**config.mk**
```make
export PLATFORM = sky130hd
export DESIGN_NAME = instruction_fetch_unit_flat
export DESIGN_NICKNAME = d
export VERILOG_FILES = /design/src/rtl/instruction_fetch_unit_if.sv /design/src/rtl/instruction_fetch_unit.sv /design/src/flat_wrapper.sv
export SDC_FILE = /design/constraint.sdc
export NUM_CORES = 1
export LEC_CHECK = 0
export CAP_MARGIN = 20
export CORE_MARGIN = 2
export CORE_UTILIZATION = 45
export DETAILED_ROUTE_END_ITERATION = 7
export PLACE_DENSITY = 0.85
export SLEW_MARGIN = 10
export SYNTH_ARGS = -nofsm -noshare
export SYNTH_HDL_FRONTEND = slang
export SYNTH_SLANG_ARGS = --single-unit
export TNS_END_PERCENT = 10
```
**constraint.sdc**
```tcl
create_clock -name clk -period 2.32 [get_ports clk]
set_input_delay 0.348 -clock clk [delete_from_list [all_inputs] [get_ports clk]]
set_output_delay 0.348 -clock clk [all_outputs]
set_load 0.02 [all_outputs]
```
**src/rtl/instruction_fetch_unit_if.sv**
```systemverilog
`default_nettype none
// +----------------------------------------------------------------------+
// | Module      : instruction_fetch_unit_if                              |
// | Description : Instruction-memory read channel between the fetch      |
// |               unit (master) and instruction memory (slave).          |
// | Revision    : 1.0                                                    |
// +----------------------------------------------------------------------+
interface instruction_fetch_unit_if #(
  parameter int PC_WIDTH = 8
) ();
  logic                imem_req;
  logic [PC_WIDTH-1:0] imem_addr;
  logic [31:0]         imem_rdata;
  logic                imem_valid;

  modport master (
    output imem_req,
    output imem_addr,
    input  imem_rdata,
    input  imem_valid
  );

  modport slave (
    input  imem_req,
    input  imem_addr,
    output imem_rdata,
    output imem_valid
  );
endinterface
`default_nettype wire

```
**src/rtl/instruction_fetch_unit.sv**
```systemverilog
`default_nettype none
// +----------------------------------------------------------------------+
// | Module      : instruction_fetch_unit                                 |
// | Description : Fetch stage. Holds the fetch PC, keeps at most one     |
// |               read outstanding to instruction memory, presents one   |
// |               instruction with its PC to decode, and discards any    |
// |               response made stale by a redirect.                     |
// | Revision    : 1.0                                                    |
// +----------------------------------------------------------------------+
module instruction_fetch_unit #(
  parameter int                  PC_WIDTH  = 8,
  parameter logic [PC_WIDTH-1:0] RESET_PC  = '0,
  parameter logic [31:0]         NOP_INSTR = 32'h0000_0013
) (
  input  wire logic                clk,
  input  wire logic                rst,
  input  wire logic                stall,
  input  wire logic                branch_taken,
  input  wire logic [PC_WIDTH-1:0] branch_target,
  instruction_fetch_unit_if.master imem,
  output logic [31:0]              instr,
  output logic [PC_WIDTH-1:0]      pc,
  output logic                     instr_valid,
  output logic                     misaligned_err
);

  localparam logic [PC_WIDTH-1:0] PC_STEP = PC_WIDTH'(4);

  // REQ : request outstanding, response will be used
  // DROP: request outstanding, response is stale and will be discarded
  // OUT : instruction presented to decode, no request outstanding
  typedef enum logic [1:0] {
    ST_REQ  = 2'd0,
    ST_DROP = 2'd1,
    ST_OUT  = 2'd2
  } state_t;

  state_t              state, state_nxt;
  logic [PC_WIDTH-1:0] fetch_pc, fetch_pc_nxt;
  logic [PC_WIDTH-1:0] pending_pc, pending_pc_nxt;
  logic [31:0]         instr_nxt;
  logic [PC_WIDTH-1:0] pc_nxt;
  logic                instr_valid_nxt;
  logic                misaligned_nxt;
  logic [PC_WIDTH-1:0] target_aligned;

  // Redirects always land on a word boundary; low bits only flag an error.
  assign target_aligned = {branch_target[PC_WIDTH-1:2], 2'b00};

  // Address is held for the whole request, including a stale one in DROP,
  // so memory sees a stable address until its response comes back.
  assign imem.imem_req  = (state != ST_OUT) && !rst;
  assign imem.imem_addr = fetch_pc;

  // Next-state and next-output decode for the fetch sequencer.
  always_comb begin
    state_nxt       = state;
    fetch_pc_nxt    = fetch_pc;
    pending_pc_nxt  = pending_pc;
    instr_nxt       = instr;
    pc_nxt          = pc;
    instr_valid_nxt = instr_valid;
    misaligned_nxt  = branch_taken && (branch_target[1:0] != 2'b00);

    case (state)
      ST_REQ: begin
        if (branch_taken) begin
          if (imem.imem_valid) begin
            // Response belongs to the old path; reissue at the target.
            fetch_pc_nxt = target_aligned;
          end else begin
            // Old request still in flight; remember where to go after it.
            pending_pc_nxt = target_aligned;
            state_nxt      = ST_DROP;
          end
        end else if (imem.imem_valid) begin
          instr_nxt       = imem.imem_rdata;
          pc_nxt          = fetch_pc;
          instr_valid_nxt = 1'b1;
          fetch_pc_nxt    = fetch_pc + PC_STEP;
          state_nxt       = ST_OUT;
        end
      end

      ST_DROP: begin
        instr_valid_nxt = 1'b0;
        if (imem.imem_valid) begin
          // A redirect arriving with the stale response is the newest target.
          fetch_pc_nxt = branch_taken ? target_aligned : pending_pc;
          state_nxt    = ST_REQ;
        end else if (branch_taken) begin
          pending_pc_nxt = target_aligned;
        end
      end

      ST_OUT: begin
        // Any response seen here is a protocol violation and is ignored.
        if (branch_taken) begin
          instr_valid_nxt = 1'b0;
          instr_nxt       = NOP_INSTR;
          fetch_pc_nxt    = target_aligned;
          state_nxt       = ST_REQ;
        end else if (!stall) begin
          instr_valid_nxt = 1'b0;
          instr_nxt       = NOP_INSTR;
          state_nxt       = ST_REQ;
        end
      end

      default: begin
        state_nxt = ST_REQ;
      end
    endcase
  end

  // State and output registers with synchronous reset.
  always_ff @(posedge clk) begin
    if (rst) begin
      state          <= ST_REQ;
      fetch_pc       <= RESET_PC;
      pending_pc     <= RESET_PC;
      instr          <= NOP_INSTR;
      pc             <= RESET_PC;
      instr_valid    <= 1'b0;
      misaligned_err <= 1'b0;
    end else begin
      state          <= state_nxt;
      fetch_pc       <= fetch_pc_nxt;
      pending_pc     <= pending_pc_nxt;
      instr          <= instr_nxt;
      pc             <= pc_nxt;
      instr_valid    <= instr_valid_nxt;
      misaligned_err <= misaligned_nxt;
    end
  end

endmodule
`default_nettype wire
```
**src/flat_wrapper.sv**
```systemverilog
// flat-port wrapper written by rule: the top's interface ports become plain ports
module instruction_fetch_unit_flat 
#(
  parameter int                  PC_WIDTH  = 8,
  parameter logic [PC_WIDTH-1:0] RESET_PC  = '0,
  parameter logic [31:0]         NOP_INSTR = 32'h0000_0013
)
  (clk, rst, stall, branch_taken, branch_target, instr, pc, instr_valid, misaligned_err, imem_imem_req, imem_imem_addr, imem_imem_rdata, imem_imem_valid);
  instruction_fetch_unit_if #(.PC_WIDTH(PC_WIDTH)) imem_i ();
  input  wire logic clk;
  input  wire logic rst;
  input  wire logic stall;
  input  wire logic branch_taken;
  input  wire logic [PC_WIDTH-1:0] branch_target;
  output logic [31:0] instr;
  output logic [PC_WIDTH-1:0] pc;
  output logic instr_valid;
  output logic misaligned_err;
  output wire logic [$bits(imem_i.imem_req)-1:0] imem_imem_req;
  output wire logic [$bits(imem_i.imem_addr)-1:0] imem_imem_addr;
  input wire logic [$bits(imem_i.imem_rdata)-1:0] imem_imem_rdata;
  input wire logic [$bits(imem_i.imem_valid)-1:0] imem_imem_valid;
  assign imem_imem_req = imem_i.imem_req;
  assign imem_imem_addr = imem_i.imem_addr;
  assign imem_i.imem_rdata = imem_imem_rdata;
  assign imem_i.imem_valid = imem_imem_valid;
  instruction_fetch_unit #(.PC_WIDTH(PC_WIDTH), .RESET_PC(RESET_PC), .NOP_INSTR(NOP_INSTR)) u_core (.clk(clk), .rst(rst), .stall(stall), .branch_taken(branch_taken), .branch_target(branch_target), .imem(imem_i), .instr(instr), .pc(pc), .instr_valid(instr_valid), .misaligned_err(misaligned_err));
endmodule
```
# After elaboration in Yosys (flattened, before gate mapping)
# Index checks and enable logic that the tools add are counted.
# W data, S select, Z words.
[word_totals] ramBits=0 output_inout_bits=51 mem_count=0 latchBits=0 ff_bits=60 input_bits=45 romBits=0
[op_classes] n_lt_le_gt_ge=0 mul=0 div_mod_pow=0 n_bitwise=1 muxes=28 reduce_logical=14 add_sub_neg=1 shifts=0 eq_ne=13
[op_table] cell="$mux W32" n=4
[op_table] cell="$mux W8" n=9
[op_table] cell="$pmux W32 S2" n=1
[op_table] cell="$pmux W8 S3" n=1
[op_table] cell="$reduce_and A4 Y1" n=5
[op_table] cell="$ne A2 B2 Y1 const B" n=8
[op_table] cell="$pmux W8 S2" n=1
[op_table] cell="$mux W2" n=6
[op_table] cell="$ne A3 B3 Y1 const B" n=3
[op_table] cell="$add A8 B3 Y8 const B" n=1
[op_table] cell="$pmux W2 S3" n=1
[op_table] cell="$reduce_bool A2 Y1" n=3
[op_table] cell="$mux W1" n=4
[op_table] cell="$pmux W1 S3" n=1
[op_table] cell="$reduce_and A3 Y1" n=1
[op_table] cell="$reduce_bool A3 Y1" n=1
[op_table] cell="$eq A2 B1 Y1 const B" n=1
[op_table] cell="$eq A2 B2 Y1 const B" n=1
[op_table] cell="$logic_and A1 B1 Y1" n=2
[op_table] cell="$logic_not A2 Y1" n=1
[op_table] cell="$logic_not A1 Y1" n=1
[op_table] cell="$not A1 Y1" n=1

# Depth between registers and ports, before layout
# Gate-level depths: netlist (run 1).
[depth] depth_word=4 ltp_mapped=8

# Worst setup path before layout (run 1)
# No wires, ideal clock.
[synth_path] path_type="register to register" start="register u_core.state[0]" end="register u_core.fetch_pc[0] (netlist: u_core.imem.imem_addr[0])" setup_slack_ns=0.290 setup_time_ns=0.071 arrival_ns=1.960 period_less_slack_ns=2.030 required_ns=2.249 stages_incl_launch_ff=9 path_cell_list="dfxtp_1 inv_1 ha_1 buf_6 o21ba_1 buf_6 a221o_1 or4b_1 a21oi_1"
[synth_between] elab_chain_len=3 word_cells_on_any_way=9 classes_between="5 x eq/ne; 1 x mux; 3 x reduce/logical"
[synth_rtl] item="from (decl)" line_no="instruction_fetch_unit.sv:38" rtl="state_t state, state_nxt;"
[synth_rtl] item="from (signal assigned)" line_no="instruction_fetch_unit.sv:127" rtl="state <= state_nxt;"
[synth_rtl] item="$eq A2 B2 Y1, or another cell as far along" line_no="instruction_fetch_unit.sv:65" rtl="case (state)"
[synth_rtl] item="$ne A2 B2 Y1 (no line) / $reduce_bool A3 Y1 (equally long branches)"
[synth_rtl] item="$reduce_and A4 Y1 (no line)"
[synth_rtl] item="to (signal assigned)" line_no="instruction_fetch_unit.sv:128" rtl="fetch_pc <= fetch_pc_nxt;"
[synth_rtl] item="to (decl)" line_no="instruction_fetch_unit.sv:39" rtl="logic [PC_WIDTH-1:0] fetch_pc, fetch_pc_nxt;"
# Parallel ways exist; a longest one is shown, timed or not.
# A chain may end at the register's enable or synchronous reset.

# Final worst setup path (run 1)
[layout_path] start="register u_core.state[0]" end="output port imem_imem_req"
[layout_between] elab_chain_len=2
[layout_rtl] item="$ne A2 B2 Y1" line_no="instruction_fetch_unit.sv:52" rtl="assign imem.imem_req = (state != ST_OUT) && !rst;"
[layout_rtl] item="$logic_and A1 B1 Y1" line_no="instruction_fetch_unit.sv:52"
[layout_rtl] item="to (decl)" line_no="flat_wrapper.sv:19" rtl="output wire logic [$bits(imem_i.imem_req)-1:0] imem_imem_req;"
# No other way between the ends.

==> summary.txt, run 1 <==
Cells and area
  – Post-route insts no fill: between 400 and 500
  – Ratio of cells with drive above 1 in the final layout: 0.0699
  – Number of antenna repair diodes: 0
  – Area growth from synthesis to layout: 45.3%
  – Finished Cell Area: 3950 um2
  – Number of nets in the layout: ~460
  – Final design utilization: 0.671

Routing
  – Vias per cell: ~5.3
  – DRT iter0 DRCs: between 100 and 150
  – Total vias in the final route: roughly 2600
  – DRC violation count after routing: 0
  – Post-route ant nets: 0
  – Initial DRT Pass Iterations: 4
  – Drt total wl: roughly 6900 um
  – Routed len/inst: between 10 and 15 um

Placement
  – Setup WS pre-CTS: 140 ps
  – Placement-stage cell area: 3770 um2
  – DPL Wire Length: 4790 um
  – Final weighted congestion of routability-driven global placement: approximately 0.82
  – Total instance count after detailed placement: 476
  – Number of buffers added on ports: 95

Global route
  – Vias in the first global route: 2511
  – Total routing usage reported by global routing: 0.222
  – Wire length of the first global-routing pass: 11300 um
  – Remaining global-route overflow: 0
  – Antenna violations before repair: 0
  – Pin count of the biggest net entering global routing: 65

STA
  – Worst hold-check slack: about 460 ps
  – Final Max Slew Viols: 0
  – Setup Viol. Count Final: 0
  – Slew margin rel.: 0.611
  – Slew at the pin closest to its max-slew limit: between 500 and 600 ps
  – Shortest clock period the worst path allows after layout: between 2000 and 2500 ps
  – Clock skew: approximately 5.8 ps
  – Ratio of final minimum period to clock period: 0.947
  – Final Hold Viols: 0
  – Max Freq: around 0.46 GHz
  – Setup repair after global routing missed its margin: no
  – Final worst slack: between 100 and 150 ps
  – Final TNS setup: 0 ps

Yosys
  – Number of instances in the synthesized netlist: approximately 320
  – Simple-Gate Fraction of Synth Area: 0.277
  – Synthesized area per cell: about 8.6 um2
  – Combinational family with the most area after synthesis: simple AND/OR/NAND/NOR gates
  – Fraction of registers with async set/reset: 0
  – Synth Net Count: between 300 and 400
  – Top post-synthesis cells by area: sky130_fd_sc_hd__dfxtp_1, sky130_fd_sc_hd__a21oi_1, sky130_fd_sc_hd__nand3b_1
  – Portion of the post-synthesis area used by sequential elements: 0.442
  – Synthesized-area fraction occupied by adder cells: 0.0230
  – Cell Area, Synth: around 2700 um2
  – Number of synthesized flops with an enable pin: 0
  – Most area-hungry cell type in the Yosys netlist: sky130_fd_sc_hd__dfxtp_1
  – Synthesized-area fraction occupied by ao, oa, aoi and oai cells: 0.168
  – Xor/xnor share of the synthesized area: 0.00322
  – Post-synthesis mux area share: 0.0409
  – Ys Warns: 0
  – Area share of the leading cell type in the synthesized netlist: 0.442
  – Most used flip-flop cell after synthesis: sky130_fd_sc_hd__dfxtp_1
  – Number of different library cells in the post-synthesis netlist: 37
  – Most numerous cell types in the synthesized netlist: sky130_fd_sc_hd__dfxtp_1, sky130_fd_sc_hd__a21oi_1, sky130_fd_sc_hd__nand2b_1
  – Yosys reg bits: 60
  – Cell with the most instances after synthesis: sky130_fd_sc_hd__dfxtp_1

Clocking
  – Sinks on Clock Net: 60
  – Clock buffer count from CTS: 9
  – Buffers inserted by post-CTS timing repair: 0
  – Cell at the root of the clock tree: sky130_fd_sc_hd__clkbuf_8
  – Post-cts resize count: 0
  – Clock input transition at the sequential cells of the worst setup and hold paths: 60 ps
  – Depth of the CTS H-tree: 3
  – Number of buffers added to fix hold violations after cts: 0
  – Clock latency of the later-clocked register in the worst-skew pair: roughly 330 ps
  – Largest buffer count on any clock path: 2
  – TritonCTS clock tree: done

Critical path
  – Critical path capture point type: primary output
  – CP Data Required Time: 1970 ps
  – Critical path start-end classification: flop to primary output
  – Worst setup SP type: flop
  – Crit path max fanout: 6
  – Data arrival time of the worst path: ~1900 ps

Power
  – Switching power total: 0.788 mW
  – Sequential fraction of design power: 0.430
  – Switching part of the total: 0.291
  – Static Leakage: 1.46 nW
  – Share of power burned in combinational logic: 0.253
  – Peak supply drop: between 0.0003 and 0.0004 V
  – Clock network fraction of total power: 0.317
  – Internal power component: 1.92 mW
  – Total power consumption of the routed design: roughly 2.7 mW
  – Pwr/cell area: approximately 690 nW/um2

Floorplan
  – Num ports: 96
  – Floorplan row count: 28
  – Die Outline Area: 6680 um2
  – Die Ht: between 80 and 90 um
  – Die boundary width: about 82 um
  – Effective utilization at floorplan: 0.462
  – CORE AREA: roughly 5900 um2

Outcome
  – Run status: finished clean

Min path
  – Class of the most critical hold timing path: flop to flop

Run
  – Total of max-cap violations: 0
-- layer usage --
metal | share of wire | track usage | vias to the layer above
met5 | 0 | 0 | -
met4 | 0.015 | 0.103 | 0
met3 | 0.085 | 0.0824 | 9
met2 | 0.48 | 0.380 | 93
met1 | 0.42 | 0.244 | 1201
li1 | - | - | 1290
-- worst max-delay path: stages (launching register included) --
cell,delay [ps]
sky130_fd_sc_hd__dfxtp_1,400
sky130_fd_sc_hd__inv_1,90
sky130_fd_sc_hd__ha_1,290
sky130_fd_sc_hd__nor2_1,120
sky130_fd_sc_hd__clkdlybuf4s50_1,610
-- path summary, 6_finish.rpt --
path                                startpoint                                     to  slack, ps  cells after the start
max               u_core.state[0]$_SDFFE_PP0P_                          imem_imem_req        120                      4
min          u_core.pending_pc[2]$_SDFFE_PP0P_      u_core.pending_pc[2]$_SDFFE_PP0P_        460                      2
max reg2reg       u_core.state[0]$_SDFFE_PP0P_  u_core.imem.imem_addr[1]$_SDFFE_PP0P_        240                      6
min reg2reg  u_core.pending_pc[2]$_SDFFE_PP0P_      u_core.pending_pc[2]$_SDFFE_PP0P_        460                      2
-- flip-flops by register name, indices dropped and copies added (netlist names) --
signal	cells
u_core.pending_pc	8
u_core.imem.imem_addr	8
u_core.state	2
u_core.pc	8
u_core.misaligned_err	1
u_core.instr	32
u_core.instr_valid	1
-- power by group through the flow --
stage	registers (mW)	clock network (mW)	logic [mW]
3_3_place_gp	1.18	0	0.671
4_1_cts	1.17	0.874	0.689
2_1_floorplan	1.26	0	0.303
6_report	1.17	0.858	0.686
5_1_grt	1.18	0.902	0.750
3_5_place_dp	1.19	0	0.686
-- kinds of logic (layout without fill, tap and decap cells) --
kind of cell / count (synthesis) / after routing
compound gates: 78 / 78
xor+xnor: 1 / 1
fa+ha+maj: 5 / 5
buf+inv: 29 / 128
flops: 60 / 60
mux: 11 / 11
simple gates: 132 / 132
-- layout by cell type, fill, tap and decap left out, types with 4 or more instances in the layout --
cell type and instances:
sky130_fd_sc_hd__clkdlybuf4s50_1 94, sky130_fd_sc_hd__dfxtp_1 60, sky130_fd_sc_hd__a21oi_1 48, sky130_fd_sc_hd__nand2b_1 32, sky130_fd_sc_hd__nand3b_1 29, sky130_fd_sc_hd__nand2_1 24
sky130_fd_sc_hd__nor2_1 18, sky130_fd_sc_hd__clkbuf_8 12, sky130_fd_sc_hd__buf_4 11, sky130_fd_sc_hd__nand3_1 10, sky130_fd_sc_hd__mux2i_1 10, sky130_fd_sc_hd__o21ai_0 9
sky130_fd_sc_hd__inv_1 7, sky130_fd_sc_hd__ha_1 5, sky130_fd_sc_hd__and3_1 4, sky130_fd_sc_hd__o211ai_1 4
-- final cells by class --
cell class | count | area [um2]
fill | 494 | 1930
multi-input combinational | 227 | 1410
sequential | 60 | 1200
timing repair buffer | 107 | 1050
clock buffer | 13 | 169
tap | 75 | 93.8
inverter | 7 | 26.3
clock inverter | 1 | 7.51
No activity file was read; power rests on OpenSTA's default activity.
==> run 2, diff against run 1 <==
--- a/config.mk
+++ b/config.mk
@@ -6,10 +6,11 @@
 export NUM_CORES = 1
 export LEC_CHECK = 0
 export CAP_MARGIN = 20
-export CORE_MARGIN = 2
-export CORE_UTILIZATION = 45
+export CORE_MARGIN = 5
+export CORE_UTILIZATION = 35
+export CTS_CLUSTER_DIAMETER = 40
 export DETAILED_ROUTE_END_ITERATION = 7
-export PLACE_DENSITY = 0.85
+export PLACE_DENSITY = 0.7
 export SLEW_MARGIN = 10
 export SYNTH_ARGS = -nofsm -noshare
 export SYNTH_HDL_FRONTEND = slang
==> run 2 against run 1 <==
  * Core utilization shrank 15 points
  * Worst setup slack gained 130 ps
  * Cell area grew 1.5%
  * Maximum frequency grew 6.5%
  * Sequential share of layout area shrank 0.46 points
  * Critical endpoint is now u_core.instr[4]$_SDFFE_PP1P_
  * Largest power group unchanged
==> summary.txt, run 2 (synthesis results as in run 1) <==
Placement
  – Total instance count after detailed placement: 502 (was 476)
  – Final weighted congestion of routability-driven global placement: 0.822 (was 0.815)
  – DPL Wire Length: 5110 um (was 4790 um)
  – Number of buffers added on ports: 95 (unchanged)
  – Setup WS pre-CTS: 110 ps (was 140 ps)

Global route
  – Pin count of the biggest net entering global routing: 65 (unchanged)
  – Antenna violations before repair: 0 (unchanged)
  – Remaining global-route overflow: 0 (unchanged)
  – Wire length of the first global-routing pass: 12200 um (was 11300 um)
  – Total routing usage reported by global routing: 0.155 (was 0.222)
  – Vias in the first global route: 2538 (was 2511)

STA
  – Final Max Slew Viols: 0 (unchanged)
  – Final worst slack: 257 ps (was 124 ps)
  – Setup repair after global routing missed its margin: no (unchanged)
  – Clock skew: 6.12 ps (was 5.83 ps)
  – Slew margin rel.: 0.604 (was 0.611)
  – Ratio of final minimum period to clock period: 0.889 (was 0.947)
  – Final TNS setup: 0 ps (unchanged)
  – Setup Viol. Count Final: 0 (unchanged)
  – Worst hold-check slack: 461 ps (was 456 ps)
  – Final Hold Viols: 0 (unchanged)
  – Slew at the pin closest to its max-slew limit: 594 ps (was 584 ps)
  – Max Freq: 0.485 GHz (was 0.455 GHz)
  – Shortest clock period the worst path allows after layout: 2060 ps (was 2200 ps)

Clocking
  – Buffers inserted by post-CTS timing repair: 0 (unchanged)
  – Post-cts resize count: 2 (was 0)
  – Clock latency of the later-clocked register in the worst-skew pair: 330 ps (about the same)
  – Sinks on Clock Net: 60 (unchanged)
  – Depth of the CTS H-tree: 3 (unchanged)
  – Number of buffers added to fix hold violations after cts: 0 (unchanged)
  – Clock buffer count from CTS: 9 (unchanged)
  – Cell at the root of the clock tree: sky130_fd_sc_hd__clkbuf_8 (unchanged)
  – Largest buffer count on any clock path: 2 (unchanged)
  – TritonCTS clock tree: done (unchanged)
  – Clock input transition at the sequential cells of the worst setup and hold paths: 60 ps (about the same)

Critical path
  – CP Data Required Time: 2530 ps (was 1970 ps)
  – Worst setup SP type: flop (unchanged)
  – Crit path max fanout: 64 (was 6)
  – Critical path start-end classification: flop to flop (was flop to primary output)
  – Setup crit start: u_core.state[1]$_SDFFE_PP0P_ (was u_core.state[0]$_SDFFE_PP0P_)
  – Critical path capture point type: flop (was primary output)
  – Data arrival time of the worst path: 2280 ps (was 1850 ps)
  – Launching point of the worst reg2reg path: u_core.state[1]$_SDFFE_PP0P_ (was u_core.state[0]$_SDFFE_PP0P_)

Run
  – Total of max-cap violations: 0 (unchanged)

Cells and area
  – Number of nets in the layout: 461 (was 462)
  – Post-route insts no fill: 516 (was 490)
  – Most common library cell in the layout ignoring fill and taps: sky130_fd_sc_hd__clkdlybuf4s50_1 (unchanged)
  – Fillers: 737 (was 494)
  – Ratio of cells with drive above 1 in the final layout: 0.0725 (was 0.0699)
  – Number of antenna repair diodes: 0 (unchanged)
  – Commonest non-fill, non-tap cells in the layout: sky130_fd_sc_hd__clkdlybuf4s50_1, sky130_fd_sc_hd__dfxtp_1, sky130_fd_sc_hd__a21oi_1 (unchanged)
  – Area growth from synthesis to layout: 47.5% (was 45.3%)
  – Multi-input gate area: 1410 um2 (about the same)
  – Max reg flops: 32 (unchanged)
  – Area occupied by registers: 1200 um2 (unchanged)
  – Register with the highest flop count: u_core.instr (unchanged)

Floorplan
  – Die Outline Area: 9630 um2 (was 6680 um2)
  – Die Ht: 98.2 um (was 81.7 um)
  – Num ports: 96 (unchanged)
  – Die boundary width: 98.2 um (was 81.7 um)
  – CORE AREA: 7650 um2 (was 5890 um2)
  – Floorplan row count: 32 (was 28)
  – Effective utilization at floorplan: 0.356 (was 0.462)

Routing
  – Vias per cell: 4.92 (was 5.29)
  – DRC violation count after routing: 0 (unchanged)
  – Drt total wl: 7330 um (was 6950 um)
  – DRT iter0 DRCs: 117 (was 122)
  – Routed len/inst: 14.2 um (about the same)
  – Post-route ant nets: 0 (unchanged)
  – Initial DRT Pass Iterations: 4 (unchanged)
  – Total vias in the final route: 2538 (was 2593)

Power
  – Peak supply drop: 0.000343 V (was 0.000370 V)
  – Total power consumption of the routed design: 2.83 mW (was 2.71 mW)
  – Pwr/cell area: 707 nW/um2 (was 686 nW/um2)
  – Static Leakage: 1.48 nW (was 1.46 nW)

Min path
  – Class of the most critical hold timing path: flop to flop (unchanged)
  – Hold_sp: u_core.pending_pc[4]$_SDFFE_PP0P_ (was u_core.pending_pc[2]$_SDFFE_PP0P_)

Outcome
  – Run status: finished clean (unchanged)
-- run 2: cell types whose count changed in the layout (fill, tap and decap cells not counted) --
cell,delta
sky130_fd_sc_hd__ha_1,-1
sky130_fd_sc_hd__clkbuf_8,+1
sky130_fd_sc_hd__dlygate4sd2_1,+1
sky130_fd_sc_hd__clkinvlp_4,-1
sky130_fd_sc_hd__ha_2,+1
sky130_fd_sc_hd__buf_4,-1
sky130_fd_sc_hd__clkbuf_1,-1
sky130_fd_sc_hd__clkdlybuf4s50_1,-1
sky130_fd_sc_hd__bufinv_16,+1
-- run 2: routing by layer --
metal | GRT usage | share of wire
met5 | 0 | 0
met4 | 0.0494 | 0.017
met3 | 0.0671 | 0.084
met2 | 0.255 | 0.47
met1 | 0.181 | 0.43
-- run 2: power breakdown --
part           switching, mW  internal [mW]  leakage [nW]
Clock                  0.382          0.602         0.108
Sequential            0.0549           1.11         0.490
Combinational          0.340          0.347         0.877
Total                  0.777           2.06          1.48
-- run 2: final timing paths --
kind,end,slack [ps],cells past startpoint
setup reg to reg,u_core.instr[4]$_SDFFE_PP1P_,260,7
hold / removal,u_core.pending_pc[4]$_SDFFE_PP0P_,460,2
setup / recovery,u_core.instr[4]$_SDFFE_PP1P_,260,7
hold reg to reg,u_core.pending_pc[4]$_SDFFE_PP0P_,460,2
-- run 2: area by class of cell --
class                      instances  share of cell area
multi-input combinational        227               0.351
sequential                        60               0.299
timing repair buffer             106               0.259
clock buffer                      13              0.0446
tap                              102              0.0318
clock inverter                     1             0.00749
inverter                           7             0.00655
-- run 2: critical path, cell delays in order (launching register included) --
cell	delay, ps
sky130_fd_sc_hd__dfxtp_1	420
sky130_fd_sc_hd__ha_2	330
sky130_fd_sc_hd__buf_4	270
sky130_fd_sc_hd__nor2_1	100
sky130_fd_sc_hd__a221oi_4	220
sky130_fd_sc_hd__buf_12	260
sky130_fd_sc_hd__nor3b_1	210
sky130_fd_sc_hd__o21ai_0	90
-- run 2: stage by stage --
step           instance area (um2)  utilization
6_report                      4010        0.525
5_1_grt                       4010        0.525
4_1_cts                       4010        0.525
3_5_place_dp                  3800        0.497
3_3_place_gp                  3800        0.497
2_1_floorplan                 2720            -
==> edit, RTL diff (config.mk and constraints of run 2) <==
Add an input register stage for `branch_target`; this delays it by one clock. The other inputs are not delayed to match.
--- a/src/rtl/instruction_fetch_unit.sv
+++ b/src/rtl/instruction_fetch_unit.sv
@@ -36,4 +36,10 @@
   } state_t;
 
+  logic [PC_WIDTH-1:0] branch_target_q;
+
+  always_ff @(posedge clk) begin
+    branch_target_q <= branch_target;
+  end
+
   state_t              state, state_nxt;
   logic [PC_WIDTH-1:0] fetch_pc, fetch_pc_nxt;
@@ -46,5 +52,5 @@
 
   // Redirects always land on a word boundary; low bits only flag an error.
-  assign target_aligned = {branch_target[PC_WIDTH-1:2], 2'b00};
+  assign target_aligned = {branch_target_q[PC_WIDTH-1:2], 2'b00};
 
   // Address is held for the whole request, including a stale one in DROP,
@@ -61,5 +67,5 @@
     pc_nxt          = pc;
     instr_valid_nxt = instr_valid;
-    misaligned_nxt  = branch_taken && (branch_target[1:0] != 2'b00);
+    misaligned_nxt  = branch_taken && (branch_target_q[1:0] != 2'b00);
 
     case (state)
Function: changed (a bounded check fails within 4 cycles, from zero or initial values and one cycle with rst high).
==> edit against run 2 <==
Highest routed layer unchanged. Clock skew down 0.0014 ns. Sequential share of layout area up 3.5 points. Global-route usage down 0.50 points. Area after synthesis up 4.9%. Synthesized cell count up 2.5%. Sequential cell count up 8. Combinational power down 7.0%. Routed wire length up 1.6%. Critical path type is now flop to output port. Utilization down 2.2 points. Cell area up 1.5%. Total power up 1.1%. Setup slack worse by 0.17 ns.
==> edit: results (changes against run 2) <==
Min-Delay Path Class=primary input to flop; number of multi-input logic gates=226 (-0.44%); group drawing the most power=registers; Post-Place Cells=509 (+1.4%); total via count after detailed routing=2542 (+0.16%); non-clock buffer count=104 (-1.9%); number of synthesis warnings=0 (unchanged); iteration-0 DRC count of the detailed router=70 (-40%); via density per instance=4.87 (-0.99%); number of global-route vias before repair=2534 (-0.16%); number of sinks handled by clock tree synthesis=68 (+13%); sequential share of power=45.6% (+4.5 points); portion of the layout cell area used by non-clock buffers=24.9% (-1.0 points); Synth cell types=45 (+22%); Layout clock buffers=10 (-3); Post-Syn Nets=375 (+2.5%); Sw Ratio=28.1% (+0.66 points); final-stage net count=466 (+1.1%); Post-CTS Resized=0 (-2); global-route wire length before repair=12.0 mm (-2.0%); count of non-CTS inverters in the layout=6 (-1); routability congestion estimate=0.837 (+1.8%); largest net degree at the start of global routing=39 (-40%); outcome=complete, no violations; clock latency of the later-clocked register in the worst-skew pair=0.34 ns; largest contributor to cell area by class=multi-input gates; met1 wire length=3.35 mm (+6.2%); delay of the slowest critical-path stage=0.64 ns (+0.22 ns); Top Metal Used=met4; Reg clk slew, reported paths=0.07 ns; CP Max Fanout=5 (-92%); worst endpoint data arrival time=1.89 ns (-0.39 ns); Post-Place Cell Area=3890 µm² (+2.4%); Comb group=0.639 mW (-7.0%); internal power contribution=2.06 mW (+0.16%); Sequential Area=1360 µm² (+13%); Static Leak=1.55 nW (+5.1%); sequential fraction of the synthesis area=47.7% (+3.5 points); layout cell share with drive strength beyond 1=7.91% (+0.67 points); total track usage=15.0% (-0.50 points); top post-synthesis cells by count=dfxtp_1, nor2_1, a21oi_1, nor3b_1, nand2_1; detailed route wirelength on metal3=490 µm (-20%); ant diodes=0 (unchanged); number of standard cells after synthesis=324 (+2.5%); worst setup slack after placement=0.301 ns (+0.191 ns); antenna violations before repair=0 (unchanged); post-DP HPWL=5.30 mm (+3.8%); Final Skew=0.00472 ns (-0.00141 ns); DR WL met2=3.48 mm (+1.1%); worst-case headroom to the max-slew limit=68.8% (+8.4 points); routed wire length per instance=14.3 µm (+0.46%); leading post-synthesis cells by cell area=dfxtp_1, nor3b_1, nor2_1, a21oi_1, mux2i_1; clock-cell share of area=4.37% (-0.84 points); Largest Register=u_core.instr; VDD IR max=0.323 mV (-5.9%); Filler Cell Count=791 (+7.3%); critical-path cell with the highest stage delay=clkdlybuf4s50_1; multi-input gate share of the layout cell area=33.5% (-1.6 points); tapcells inserted=105 (+2.9%)
-- edit: cell count changes in the layout (fill, tap and decap cells not counted), moves of 6 or more --
cell,change
dfxtp_1,+8
nand3b_1,-28
nor3b_1,+26
nand2_1,-8
nor2b_1,+6
nand2b_1,-28
a21oi_1,-7
nor2_1,+38
-- edit: kinds of logic (layout without fill, tap and decap cells) --
group,after synthesis,in the layout,share of synthesized area [%]
multiplexers,16,16,5.87
flip-flops,68,68,47.7
AO/OA/AOI/OAI,69,69,14.9
AND/OR/NAND/NOR,134,134,24.1
adder cells (fa/ha/maj),6,6,2.63
XOR/XNOR,1,1,0.307
buffers and inverters,30,123,4.52
-- edit: worst max-delay path: cells and delay by family, from the launching register on --
| kind | cells | cell delay [ns] |
|---|---|---|
| fa+ha+maj | 1 | 0.26 |
| simple gates | 1 | 0.11 |
| flops | 1 | 0.42 |
| buf+inv | 2 | 0.75 |
-- edit: per-stage QoR --
stage,utilization (%),hold WS (ns)
final,50.3,0.377
after global routing,50.3,0.399
after CTS,50.3,0.374
after detailed placement,48.1,0.451
after global placement,48.1,0.446
after floorplan,-,0.376
-- edit: worst paths after layout --
check / from / to / slack [ns] / depth (start not counted)
worst max-delay path: u_core.state[0]$_SDFFE_PP0P_ / imem_imem_req / 0.09 / 4
worst min-delay path: rst / u_core.instr[18]$_SDFFE_PP0P_ / 0.38 / 2
worst min register to register: u_core.branch_target_q[0]$_DFF_P_ / u_core.misaligned_err$_SDFF_PP0_ / 0.46 / 1
worst max register to register: u_core.state[0]$_SDFFE_PP0P_ / u_core.state[0]$_SDFFE_PP0P_ / 0.36 / 7
-- edit: routing by layer --
metal	up-vias	GRT usage (%)
met5	-	0
met4	0	7.67
met3	9	3.96
met2	67	24.2
met1	1173	18.2
li1	1293	-
